**config.mk**
```make
export PLATFORM = sky130hd
export DESIGN_NAME = clock_period_meter
export DESIGN_NICKNAME = d
export VERILOG_FILES = /design/src/rtl/clock_period_meter.sv
export SDC_FILE = /design/constraint.sdc
export NUM_CORES = 1
export LEC_CHECK = 0
export BUFFER_PORTS_ARGS = -buffer_cell sky130_fd_sc_hd__buf_2
export CAP_MARGIN = 5
export CORE_ASPECT_RATIO = 0.75
export CORE_MARGIN = 2
export CORE_UTILIZATION = 40
export CTS_CLUSTER_DIAMETER = 150
export DETAILED_ROUTE_END_ITERATION = 8
export PLACE_DENSITY = 0.59
export SLEW_MARGIN = 20
export SYNTH_ARGS = -nofsm -noshare
export SYNTH_HDL_FRONTEND = slang
export SYNTH_SLANG_ARGS = --single-unit
```
**constraint.sdc**
```tcl
create_clock -name clock_in -period 2.25 [get_ports clock_in]
set_clock_uncertainty 0.1 [all_clocks]
set_input_delay 0.225 -clock clock_in [delete_from_list [all_inputs] [get_ports clock_in]]
set_output_delay 0.225 -clock clock_in [all_outputs]
set_load 0.02 [all_outputs]
```
**src/rtl/clock_period_meter.sv**
```systemverilog
// Measures period and high time of a slow signal in clock_in cycles.
// sig_in is synchronized internally; results update with a one-cycle valid pulse.
module clock_period_meter #(
  parameter int CNT_W = 16
) (
  input  logic             clock_in,
  input  logic             reset,
  input  logic             enable,
  input  logic             sig_in,
  output logic [CNT_W-1:0] period_out,
  output logic [CNT_W-1:0] high_out,
  output logic             valid,
  output logic             overflow,
  output logic             busy
);

  typedef enum logic [1:0] {IDLE, WAIT_RISE, MEASURE} state_t;

  localparam logic [CNT_W-1:0] CNT_MAX = '1;
  localparam logic [CNT_W-1:0] CNT_ONE = CNT_W'(1);

  state_t           state, state_nxt;
  logic             s1, s2, s3;
  logic             rise;
  logic [CNT_W-1:0] period_cnt, period_cnt_nxt;
  logic [CNT_W-1:0] high_cnt, high_cnt_nxt;
  logic [CNT_W-1:0] period_out_nxt, high_out_nxt;
  logic             valid_nxt, overflow_nxt;

  always_ff @(posedge clock_in or posedge reset) begin
    if (reset) begin
      s1 <= 1'b0;
      s2 <= 1'b0;
      s3 <= 1'b0;
    end else begin
      s1 <= sig_in;
      s2 <= s1;
      s3 <= s2;
    end
  end

  assign rise = s2 & ~s3;
  assign busy = (state != IDLE);

  always_ff @(posedge clock_in or posedge reset) begin
    if (reset) begin
      state      <= IDLE;
      period_cnt <= '0;
      high_cnt   <= '0;
      period_out <= '0;
      high_out   <= '0;
      valid      <= 1'b0;
      overflow   <= 1'b0;
    end else begin
      state      <= state_nxt;
      period_cnt <= period_cnt_nxt;
      high_cnt   <= high_cnt_nxt;
      period_out <= period_out_nxt;
      high_out   <= high_out_nxt;
      valid      <= valid_nxt;
      overflow   <= overflow_nxt;
    end
  end

  // A rise in the same cycle as the all-ones count closes the period normally.
  always_comb begin
    state_nxt      = state;
    period_cnt_nxt = period_cnt;
    high_cnt_nxt   = high_cnt;
    period_out_nxt = period_out;
    high_out_nxt   = high_out;
    valid_nxt      = 1'b0;
    overflow_nxt   = overflow;
    if (!enable) begin
      state_nxt = IDLE;
    end else begin
      case (state)
        IDLE: state_nxt = WAIT_RISE;
        WAIT_RISE: begin
          if (rise) begin
            period_cnt_nxt = CNT_ONE;
            high_cnt_nxt   = CNT_ONE;
            state_nxt      = MEASURE;
          end
        end
        MEASURE: begin
          if (rise) begin
            period_out_nxt = period_cnt;
            high_out_nxt   = high_cnt;
            valid_nxt      = 1'b1;
            overflow_nxt   = 1'b0;
            period_cnt_nxt = CNT_ONE;
            high_cnt_nxt   = CNT_ONE;
          end else if (period_cnt == CNT_MAX) begin
            overflow_nxt = 1'b1;
            state_nxt    = WAIT_RISE;
          end else begin
            period_cnt_nxt = period_cnt + CNT_ONE;
            high_cnt_nxt   = high_cnt + CNT_W'(s2);
          end
        end
        default: state_nxt = IDLE;
      endcase
    end
  end

endmodule

```
==> impl_metrics.env <==
export IMPL_dp_hpwl_mm=4.614
export IMPL_clk_latency_ns=0.35
export IMPL_swShare=0.2198
export IMPL_power_mw=2.874
export IMPL_start_kind="register"
export IMPL_end_kind="register"
export IMPL_synth_seq_cells=71
export IMPL_p_switching_mw=0.6317
export IMPL_synth_edf_count=0
export IMPL_comb_power_share=0.065
export IMPL_place_ws_ns=0.1765
export IMPL_drc=0
export IMPL_grt_max_degree=29
export IMPL_boundaryPins=39
export IMPL_finalSetupViolations=0
export IMPL_die_x_um=108.2
export IMPL_fin_area_um2=3946
export IMPL_clockPowerShare=0.461
export IMPL_gp_congestion=0.7650
export IMPL_drv_cap=0
export IMPL_clockBufferDepth=2
export IMPL_antenna_left=0
export IMPL_p_leak_nw=1.927
export IMPL_ir_drop_mv=0.3506
export IMPL_grt_pass1_wl_mm=11.58
export IMPL_slew_violations=0
export IMPL_seq_area_frac_synth=0.5453
export IMPL_hold_class="input port to register"
export IMPL_synth_cells=289
export IMPL_r2r_start="period_cnt[1]"
export IMPL_reg2reg_slack_ns=0.18
export IMPL_initial_core_util=0.4133
export IMPL_fin_nets=352
export IMPL_final_core_utilization=0.5006
export IMPL_whs_ns=0.1038
export IMPL_seqPwrFrac=0.474
export IMPL_cp_required_ns=2.40
export IMPL_grt_pass1_vias=2381
export IMPL_critPathLaunch="period_cnt[1]"
export IMPL_cts_setup_buffers=0
export IMPL_synth_ff_type="dfrtp_1"
export IMPL_rsz0062_at_grt="no"
export IMPL_async_flop_share=1.000
export IMPL_ys_top_cells_by_area="dfrtp_1, mux2_2, o31ai_1"
export IMPL_finalHoldViolCount=0
export IMPL_critPathKind="register to register"
export IMPL_ys_types=41
export IMPL_post_place_cells=437
export IMPL_drive_above_1_share=0.3371
export IMPL_netlist_area_leader_share=0.5453
export IMPL_tightestPinTransition_ns=0.5718
export IMPL_synth_most_common_cell="dfrtp_1"
export IMPL_status="finished clean"
export IMPL_fillCellCount=731
export IMPL_core_area_um2=7883
export IMPL_power_internal_mw=2.242
export IMPL_avgSynthCellArea_um2=11.27
export IMPL_setup_tns_ns=0
export IMPL_netlist_area_um2=3258
export IMPL_maxSlewHeadroom=0.6182
export IMPL_drt_iter0_markers=112
export IMPL_dr_pass1_iters=5
export IMPL_min_period_ns=2.073
export IMPL_die_h_um=82.16
export IMPL_areaGrowthSynthToFinish_pct=21.12
export IMPL_r2r_end="period_cnt[2]"
export IMPL_synth_common_cells="dfrtp_1, mux2_2, o21ai_0"
export IMPL_htreeDepth=3
export IMPL_cts_tree="built"
export IMPL_grt_ovfl_total=0
export IMPL_root_buffer="clkbuf_8"
export IMPL_synth_area_leader_cell="dfrtp_1"
export IMPL_wl_per_cell_um=14.81
export IMPL_layout_cells_non_filler=455
export IMPL_cts_buffers=9
export IMPL_crit_end="period_cnt[2]"
export IMPL_placed_area_um2=3657
export IMPL_diodes=0
export IMPL_ys_warn_count=0
export IMPL_rows=28
export IMPL_vias=2454
export IMPL_fmaxAchievable_ghz=0.4825
export IMPL_port_buffers=38
export IMPL_wirelength_mm=6.740
export IMPL_arrival_ns=2.22
export IMPL_r2r_cells=7
export IMPL_gr_usage_all_layers=0.1693
export IMPL_die_area_um2=8891
export IMPL_antenna_found_initial=0
export IMPL_numClockSinks=71
export IMPL_worstPathMaxFanout=25
export IMPL_power_density_nw_per_um2=728.3
export IMPL_via_per_inst=5.393
export IMPL_clkTransAtPathRegs_ns=0.08
export IMPL_finalCritPeriodShare=0.9212
export IMPL_worst_slack_ns=0.1773
export IMPL_synth_nets=296
worst max-delay path, cell delays in order (launching register included):
cell and delay [ns]:
dfrtp_1 0.40, ha_1 0.19, nand4_1 0.11, or4_4 0.57, a21oi_4 0.24, buf_12 0.18
o21ai_0 0.10, o31ai_1 0.08
what timing repair did:
action,in CTS,in global routing
resized for setup,0,2
setup endpoints to repair,0,2
hold buffers,2,0
endpoints found under the hold margin,25,0
power groups by stage:
| stage | combinational [mW] | clock (mW) | sequential [mW] |
|---|---|---|---|
| after CTS | 0.192 | 1.36 | 1.36 |
| after detailed placement | 0.188 | 0 | 1.39 |
| final | 0.187 | 1.32 | 1.36 |
| after global placement | 0.185 | 0 | 1.39 |
| after floorplan | 0.112 | 0 | 1.40 |
| after global routing | 0.214 | 1.40 | 1.37 |
state kept, by name (all words and copies together) (netlist names):
register    count
s3              1
overflow        1
s2              1
s1              1
period_cnt     16
state           2
valid           1
period_out     16
high_out       16
high_cnt       16
layout make-up:
class	count	area (um^2)	share of cell area
clock inverter	6	132.6	0.03361
clock buffer	10	127.6	0.03234
timing repair buffer	62	412.9	0.1046
inverter	5	18.77	0.004756
multi-input combinational	196	1345	0.3408
tap	105	131.4	0.03329
sequential	71	1778	0.4505
kinds of logic after synthesis:
kind of cell | Yosys count | synth area share
simple gates | 82 | 0.1344
compound gates | 76 | 0.1459
flops | 71 | 0.5453
mux | 32 | 0.1106
buf+inv | 22 | 0.04416
xor+xnor | 3 | 0.008066
fa+ha+maj | 3 | 0.01152
how the worst min path moves through the flow:
stage	start	end	slack, ns	cells past startpoint
6_report	enable	state[0]	0.10	2
3_3_place_gp	reset	period_out[10]	0.22	2
3_5_place_dp	reset	period_cnt[13]	0.22	2
2_1_floorplan	sig_in	s1	0.16	0
5_1_grt	enable	state[0]	0.09	2
4_1_cts	enable	state[0]	0.08	2
per-layer routing:
layer  track usage  share of wire  vias up
met1        0.2243           0.47     1212
met4       0.03205          0.014        0
met5             0              0        -
met2        0.2742           0.46       58
li1              -              -     1174
met3       0.05887          0.050       10
cell usage in the layout, fill, tap and decap left out, types with 2 or more instances in the layout:
cell and instances:
a21oi_1 9, a31oi_1 6, and2_1 6, and3_1 8, buf_12 3, buf_2 38
buf_4 19, bufinv_16 4, clkbuf_8 9, dfrtp_1 70, dlygate4sd3_1 2, ha_1 3
inv_1 3, inv_2 2, mux2_2 32, nand2_1 16, nand3_1 17, nand4_1 8
nor2_1 14, nor4_1 2, o21ai_0 24, o21ai_1 8, o31ai_1 19, o41ai_1 4
or2_2 2, xor2_1 2
(Power assumes the default switching activity.)
